## config.mk

```make
export PLATFORM = sky130hd
export DESIGN_NAME = serial_addsub_flat
export DESIGN_NICKNAME = d
export VERILOG_FILES = /design/src/rtl/serial_addsub_pkg.sv /design/src/rtl/serial_addsub_if.sv /design/src/rtl/serial_addsub_digit.sv /design/src/rtl/serial_addsub.sv /design/src/flat_wrapper.sv
export SDC_FILE = /design/constraint.sdc
export NUM_CORES = 1
export LEC_CHECK = 0
export CORE_MARGIN = 3
export CORE_UTILIZATION = 45
export CTS_BUF_LIST = sky130_fd_sc_hd__clkbuf_16
export CTS_CLUSTER_DIAMETER = 100
export CTS_CLUSTER_SIZE = 30
export DETAILED_ROUTE_END_ITERATION = 10
export PLACE_DENSITY = 0.75
export SLEW_MARGIN = 20
export SYNTH_ARGS = -nofsm -noshare
export SYNTH_HDL_FRONTEND = slang
export SYNTH_SLANG_ARGS = --single-unit
```

## constraint.sdc

```tcl
create_clock -name clk -period 2.1 [get_ports clk]
set_clock_uncertainty 0.1 [all_clocks]
set_input_delay 0.63 -clock clk [delete_from_list [all_inputs] [get_ports clk]]
set_output_delay 0.63 -clock clk [all_outputs]
set_load 0.1 [all_outputs]
```

## src/rtl/serial_addsub_pkg.sv

```systemverilog
// Shared definitions for the digit-serial add/sub datapath: FSM state encoding
// and the digit-counter width helper.
package serial_arith_pkg;

  typedef enum logic [1:0] {
    ST_IDLE = 2'd0,
    ST_RUN  = 2'd1,
    ST_HOLD = 2'd2
  } state_e;

  // Never returns 0, so a single-digit configuration still gets a 1-bit counter.
  function automatic int cnt_width(input int n);
    int w;
    w = 1;
    while ((1 << w) < n) w++;
    return w;
  endfunction

endpackage

```

## src/rtl/serial_addsub_if.sv

```systemverilog
// Operand/result handshake bundle for serial_addsub.
interface serial_addsub_if #(parameter int WIDTH = 8);
  logic             in_valid;
  logic             in_ready;
  logic [WIDTH-1:0] a;
  logic [WIDTH-1:0] b;
  logic             cin;
  logic             sub;
  logic             out_valid;
  logic             out_ready;
  logic [WIDTH-1:0] s;
  logic             cout;
  logic             ovf;

  modport master (
    output in_valid, a, b, cin, sub, out_ready,
    input  in_ready, out_valid, s, cout, ovf
  );

  modport slave (
    input  in_valid, a, b, cin, sub, out_ready,
    output in_ready, out_valid, s, cout, ovf
  );
endinterface

```

## src/rtl/serial_addsub_digit.sv

```systemverilog
// full_add cell and the DIGIT-bit ripple adder built from it; also exposes
// the carry into the top bit so the caller can form signed overflow.
module full_add (
  input  logic a,
  input  logic b,
  input  logic ci,
  output logic s,
  output logic co
);
  assign s  = a ^ b ^ ci;
  assign co = (a & b) | (ci & (a ^ b));
endmodule

module digit_adder #(
  parameter int DIGIT = 1
) (
  input  logic [DIGIT-1:0] x,
  input  logic [DIGIT-1:0] y,
  input  logic             ci,
  output logic [DIGIT-1:0] sum,
  output logic             co,
  output logic             c_msb_in
);
  // Per-bit carry nets live in each generate scope to keep the chain acyclic.
  for (genvar i = 0; i < DIGIT; i++) begin : g_bit
    logic c_in;
    logic c_out;
    if (i == 0) begin : g_first
      assign c_in = ci;
    end else begin : g_rest
      assign c_in = g_bit[i-1].c_out;
    end
    full_add u_fa (
      .a  (x[i]),
      .b  (y[i]),
      .ci (c_in),
      .s  (sum[i]),
      .co (c_out)
    );
  end

  assign co       = g_bit[DIGIT-1].c_out;
  assign c_msb_in = g_bit[DIGIT-1].c_in;
endmodule

```

## src/rtl/serial_addsub.sv

```systemverilog
// Digit-serial adder/subtractor: WIDTH-bit operands processed DIGIT bits per
// clock, LSD first, with valid/ready on both operand and result sides.
module serial_addsub
  import serial_arith_pkg::*;
#(
  parameter int WIDTH = 8,
  parameter int DIGIT = 1
) (
  input logic           clk,
  input logic           rst_n,
  serial_addsub_if.slave bus
);
  localparam int NDIG = WIDTH / DIGIT;
  localparam int CW   = cnt_width(NDIG);

  localparam logic [1:0]    IDLE = ST_IDLE;
  localparam logic [1:0]    RUN  = ST_RUN;
  localparam logic [1:0]    HOLD = ST_HOLD;
  localparam logic [CW-1:0] LAST = CW'(NDIG - 1);

  logic [1:0]       state_q, state_d;
  logic [CW-1:0]    cnt_q;
  logic             carry_q;
  logic [WIDTH-1:0] a_q, b_q, res_q, res_d;
  logic [WIDTH-1:0] s_q;
  logic             cout_q, ovf_q;

  logic [DIGIT-1:0] dsum;
  logic             dco, dmsb;

  digit_adder #(.DIGIT(DIGIT)) u_digit (
    .x        (a_q[DIGIT-1:0]),
    .y        (b_q[DIGIT-1:0]),
    .ci       (carry_q),
    .sum      (dsum),
    .co       (dco),
    .c_msb_in (dmsb)
  );

  always_comb begin
    state_d = state_q;
    case (state_q)
      IDLE:    if (bus.in_valid)  state_d = RUN;
      RUN:     if (cnt_q == LAST) state_d = HOLD;
      HOLD:    if (bus.out_ready) state_d = IDLE;
      default: state_d = IDLE;
    endcase
    // New digit enters at the top; after NDIG shifts the LSD has reached bit 0.
    res_d = (res_q >> DIGIT) | (WIDTH'(dsum) << (WIDTH - DIGIT));
  end

  always_ff @(posedge clk or negedge rst_n) begin
    if (!rst_n) begin
      state_q <= IDLE;
      cnt_q   <= '0;
      carry_q <= 1'b0;
      a_q     <= '0;
      b_q     <= '0;
      res_q   <= '0;
      s_q     <= '0;
      cout_q  <= 1'b0;
      ovf_q   <= 1'b0;
    end else begin
      state_q <= state_d;
      case (state_q)
        IDLE: begin
          if (bus.in_valid) begin
            a_q     <= bus.a;
            b_q     <= bus.sub ? ~bus.b : bus.b;
            carry_q <= bus.cin ^ bus.sub;
            cnt_q   <= '0;
          end
        end
        RUN: begin
          a_q     <= a_q >> DIGIT;
          b_q     <= b_q >> DIGIT;
          carry_q <= dco;
          res_q   <= res_d;
          cnt_q   <= cnt_q + 1'b1;
          if (cnt_q == LAST) begin
            s_q    <= res_d;
            cout_q <= dco;
            ovf_q  <= dco ^ dmsb;
          end
        end
        default: ;
      endcase
    end
  end

  assign bus.in_ready  = (state_q == IDLE);
  assign bus.out_valid = (state_q == HOLD);
  assign bus.s         = s_q;
  assign bus.cout      = cout_q;
  assign bus.ovf       = ovf_q;
endmodule

```

## src/flat_wrapper.sv

```systemverilog
// flat-port wrapper written by rule: the top's interface ports become plain ports
module serial_addsub_flat import serial_arith_pkg::*;
#(
  parameter int WIDTH = 8,
  parameter int DIGIT = 1
)
  (clk, rst_n, bus_in_valid, bus_a, bus_b, bus_cin, bus_sub, bus_out_ready, bus_in_ready, bus_out_valid, bus_s, bus_cout, bus_ovf);
  serial_addsub_if #(.WIDTH(WIDTH)) bus_i ();
  input logic clk;
  input logic rst_n;
  input wire logic [$bits(bus_i.in_valid)-1:0] bus_in_valid;
  input wire logic [$bits(bus_i.a)-1:0] bus_a;
  input wire logic [$bits(bus_i.b)-1:0] bus_b;
  input wire logic [$bits(bus_i.cin)-1:0] bus_cin;
  input wire logic [$bits(bus_i.sub)-1:0] bus_sub;
  input wire logic [$bits(bus_i.out_ready)-1:0] bus_out_ready;
  output wire logic [$bits(bus_i.in_ready)-1:0] bus_in_ready;
  output wire logic [$bits(bus_i.out_valid)-1:0] bus_out_valid;
  output wire logic [$bits(bus_i.s)-1:0] bus_s;
  output wire logic [$bits(bus_i.cout)-1:0] bus_cout;
  output wire logic [$bits(bus_i.ovf)-1:0] bus_ovf;
  assign bus_i.in_valid = bus_in_valid;
  assign bus_i.a = bus_a;
  assign bus_i.b = bus_b;
  assign bus_i.cin = bus_cin;
  assign bus_i.sub = bus_sub;
  assign bus_i.out_ready = bus_out_ready;
  assign bus_in_ready = bus_i.in_ready;
  assign bus_out_valid = bus_i.out_valid;
  assign bus_s = bus_i.s;
  assign bus_cout = bus_i.cout;
  assign bus_ovf = bus_i.ovf;
  serial_addsub #(.WIDTH(WIDTH), .DIGIT(DIGIT)) u_core (.clk(clk), .rst_n(rst_n), .bus(bus_i));
endmodule
```

; ---- Word-level counts from Yosys, hierarchy flattened
; Index checks and enable logic that the tools add are counted.
[word_totals]
in_bits = 22
regBits = 40
output_inout_bits = 12
[classes]
reduce_logical = 5
n_mux = 13
n_addsub = 1
bitwise_logic = 9
n_eq_ne = 6
[ops]
columns = op, count
row1 = 8-bit one-hot mux with 2 select lines, 2
row2 = 8-bit 2-to-1 mux, 3
row3 = 8-bit inverter, 1
row4 = 7-bit by 8-bit OR with 8-bit output, 1
row5 = 2-bit 2-to-1 mux, 3
row6 = 2-bit one-hot mux with 3 select lines, 1
row7 = 3-bit one-hot mux with 2 select lines, 1
row8 = 2-bit inequality test (second input constant), 2
row9 = 2-bit AND reduction, 2
row10 = 1-bit bitwise XOR, 4
row11 = 3-bit by 1-bit adder with 3-bit output (second input constant), 1
row12 = 3-bit == test (second input constant), 1
row13 = 3-bit 2-to-1 mux, 1
row14 = 3-bit AND reduction, 1
row15 = 1-bit bitwise AND, 2
row16 = 2-bit by 1-bit == test with 1-bit output (second input constant), 1
row17 = 2-bit == test (second input constant), 1
row18 = 2-bit logical NOT, 1
row19 = 2-bit by 1-bit inequality test with 1-bit output (second input constant), 1
row20 = 1-bit one-hot mux with 2 select lines, 1
row21 = 2-bit nonzero test, 1
row22 = 1-bit 2-to-1 mux, 1
row23 = 1-bit OR, 1

; ---- Logic depth before layout (Yosys ltp)
[logic_depth]
depth_word = 4
mapped_depth = 6
depth_no_buf = 5

; ---- Hierarchy
; A second synthesis with hierarchy kept.
[unflattened]
hier_cells = 144
area_unflattened_um2 = 1844.3
[modules_own_cells]
columns = mod, seq_area_each_um2, area_each_um2, cells_per_inst, instances
row1 = serial_addsub, 975.9, 1816.7, 142, 1
row2 = full_add, 0.0, 20.0, 1, 1
row3 = digit_adder, 0.0, 7.5, 1, 1

; ---- Least setup slack after synthesis
; Ideal clock, no wire load.
[synth_timing]
path_kind = flip-flop to output port
startpoint = register u_core.state_q[1]
endpoint = output bus_in_ready
path_stages_with_launch = 4
t_arrival_ns = 2.010
path_slack_ns = -0.640
path_buffers = 2
required_ns = 1.370
path_cell_list = dfrtp_1 buf_2 clkbuf_1 nor2_1
[synth_via]
elab_chain_cells = 1
[synth_rtl]
columns = item, line
row1 = start: declaration, serial_addsub.sv:21  ; logic [1:0] state_q, state_d;
row2 = start signal: assignment, serial_addsub.sv:64  ; state_q <= state_d;
row3 = 2-bit logical NOT, serial_addsub.sv:91  ; assign bus.in_ready = (state_q == IDLE);
row4 = end: declaration, flat_wrapper.sv:17  ; output wire logic [$bits(bus_i.in_ready)-1:0] bus_in_ready;
; No other way between the ends.

; ---- Worst setup path in the final report
[layout_timing]
startpoint = input bus_in_valid
endpoint = register u_core.cnt_q[0]
[layout_via]
elab_chain_cells = 2
[layout_rtl]
columns = item, line
row1 = start: declaration, flat_wrapper.sv:11  ; input wire logic [$bits(bus_i.in_valid)-1:0] bus_in_valid;
row2 = 2-bit inequality test (no line), --
row3 = 2-bit AND reduction (no line), --
row4 = end signal: assignment, serial_addsub.sv:79  ; cnt_q <= cnt_q + 1'b1;
row5 = end: declaration, serial_addsub.sv:22  ; logic [CW-1:0] cnt_q;
; No other way between the ends.
; A chain may end at the register's enable or synchronous reset.

==> impl_metrics.json <==
{
  "clockBufferDepth": 2,
  "antenna_left": 0,
  "detailedRoute.firstPassIterationCount": 4,
  "critical_path.startpoint": "bus_in_valid",
  "clock-root-buffer": "clkbuf_16",
  "finalCriticalPeriod_ns": 1.92,
  "synth_cell_type_count": 27,
  "ys_warn_count": 0,
  "finalCritPeriodShare_pct": 91.5,
  "place.detailed.hpwl_um": 2440,
  "syn_area_um2": 1770,
  "data_arrival_at_the_endpoint_of_the_critical_path_ns": 2.03,
  "worstSetupStartpointType": "input port",
  "post_route_cells_drive_above_1_share_pct": 25.4,
  "worstPathRequired_ns": 2.21,
  "avgSynthCellArea_um2": 12.0,
  "power-per-cell-area_nw_per_um2": 1680,
  "clock.fmax_mhz": 520,
  "run_status": "complete, no violations",
  "first_global_vias": 1258,
  "leakage_nw": 1.10,
  "ws_path_type": "in2reg",
  "clkTransAtPathRegs_ns": 0.05,
  "wl_per_cell_um": 13.7,
  "post-route-drc-count": 0,
  "layout.nets": 213,
  "critical_path.reg2reg.endpoint": "u_core.cnt_q[0]",
  "crit_slowest_cell": "o21bai_1",
  "grt_setup_unrepaired": "false",
  "cell_by_cell_listing_of_the_critical_path": "clkdlybuf4s50_1 -> o21bai_1 -> mux2_2",
  "slew_violations": 0,
  "place.detailed.instances": 229,
  "tightest_slew_ns": 0.827,
  "gr-usage-all-layers_pct": 17.1,
  "timing.critical_path.to_type": "flop",
  "max-cap-violations": 0,
  "hold_buffers": 0,
  "setup-violations-final": 0,
  "rows": 22,
  "detail_route.vias_per_cell": 5.27,
  "globalRoute.totalOverflow": 0,
  "gp_routability_congestion": 0.862,
  "number_of_port_buffers": 33,
  "critical_path.max_stage_delay_ns": 0.67,
  "clkLatencyLatePin_ns": 0.28,
  "floorplan.initialDensity_pct": 47.7,
  "synthCells": 148,
  "cts.sink_count": 39,
  "grt_start_max_net_pins": 40,
  "fill_cells": 293,
  "first_pass_grt_wire_length_um": 5690,
  "cts-buffers-inserted": 5,
  "antenna_found_initial": 0,
  "ctsResizeCount": 0,
  "core-area_um2": 3720,
  "ir_worst_vdd_mv": 0.868,
  "regToRegStartpoint": "u_core.state_q[0]",
  "hold_viol": 0,
  "syn-num-nets": 173,
  "die_width_um": 68.7,
  "critical_path.max_fanout": 13,
  "io_pins": 34,
  "vias_after_detailed_routing": 1248,
  "die_y_um": 68.7,
  "drt_iter0_markers": 73,
  "timing.max_slew.rel_slack_pct": 44.8,
  "ys_seq_area_share_pct": 55.1,
  "synth_seq_cells": 39,
  "cts_max_level": 2,
  "tritoncts": "yes",
  "routed_wirelength_um": 3250,
  "syn_to_final_growth_pct": 37.3,
  "final_cell_mix": "dfrtp_1, clkdlybuf4s50_1, nand2_1, mux2_2, a22oi_1",
  "count_of_placed_standard_cells_in_the_final_layout_fillers_left_out": 237,
  "reg2regPathDepth": 3,
  "cts.repair_timing.setup_buffer_count": 0,
  "layout_commonest_cell": "dfrtp_1",
  "path_class_of_the_lowest_slack_min_delay_path": "in2async",
  "num_antenna_cells": 0,
  "rrSetupSlack_ns": 0.38,
  "power_mw": 4.10,
  "fp.dieArea_um2": 4730
}
## sequential cells by signal, summed over array words and instances (netlist names)
name             count
u_core.a_q           8
u_core.b_q           8
u_core.bus.cout      1
u_core.bus.ovf       1
u_core.bus.s         8
u_core.carry_q       1
u_core.cnt_q         3
u_core.res_q         7
u_core.state_q       2
## how the worst max path moves through the flow
stage / to / slack (ns) / cells past startpoint
global placement: u_core.cnt_q[0] / -0.07 / 3
detailed placement: u_core.cnt_q[0] / -0.13 / 3
global route: u_core.b_q[2] / 0.002 / 4
CTS: u_core.cnt_q[0] / 0.16 / 3
floorplan: bus_in_ready / 0.11 / 3
finish: u_core.cnt_q[0] / 0.18 / 3
## per-stage QoR
stage,area (um2),setup TNS [ns],hold slack [ns],setup WS (ns),util (%)
2_1_floorplan,1780,0,0.234,0.113,-
3_3_place_gp,2290,-0.152,0.371,-0.0667,61.8
3_5_place_dp,2290,-0.954,0.374,-0.131,61.8
4_1_cts,2430,0,0.309,0.156,65.5
5_1_grt,2430,0,0.333,0.00214,65.5
6_report,2430,0,0.291,0.178,65.5
## synth_stat cells
library cell	count	area [um2]
mux2_2	17	191
buf_2	4	20.0
inv_1	5	18.8
a21oi_1	2	10.0
fa_1	1	20.0
xor2_1	6	52.6
o221ai_1	2	17.5
o32ai_1	1	8.76
o21bai_1	1	7.51
dfrtp_1	39	976
a32o_1	1	10.0
xnor2_1	4	35.0
nor3b_2	1	12.5
buf_6	3	33.8
nor2_1	3	11.3
or3b_1	1	8.76
nand2_1	17	63.8
ha_1	2	25.0
a22oi_1	15	113
a222oi_1	1	10.0
nand3b_1	1	7.51
a22o_1	2	17.5
clkbuf_1	3	11.3
a221o_1	1	10.0
nor2b_1	4	25.0
o21ai_0	10	50.1
nand3_1	1	5.00
## where the power goes
| group | switching (mW) | internal, mW | leakage, nW |
|---|---|---|---|
| logic | 1.19 | 0.881 | 0.528 |
| clock network | 0.268 | 0.428 | 0.0762 |
| registers | 0.248 | 1.08 | 0.493 |
## layer usage
layer	routed length, um	up-vias	part of all wire [%]	GRT usage, %
li1	-	604	-	-
met1	1400	596	43	21.0
met2	1570	41	48	26.6
met3	211	7	6.5	6.16
met4	71	0	2.2	8.27
met5	0	-	0	0
## cell families after synthesis
group,Yosys count,synth area share (%)
adders and majority gates,3,2.54
buffers and inverters,15,4.73
AOI/OAI and AO/OA,36,14.3
and+or+nand+nor,28,7.56
DFF,39,55.1
muxes,17,10.8
xor gates and xnor gates,10,4.94
## area by class of cell
class                      instances  area [um2]  area share, %
sequential                        39         976           40.1
multi-input combinational         94         719           29.6
timing repair buffer              43         520           21.4
clock buffer                       5         125           5.14
tap                               48        60.1           2.47
inverter                           5        18.8          0.772
clock inverter                     3        12.5          0.514
## critical path: cells and delay by family
kind                   cells  cell delay, ns
buffers and inverters      1            0.44
muxes                      1            0.29
AOI/OAI and AO/OA          1            0.67
Power figures use the tool's default switching activity.
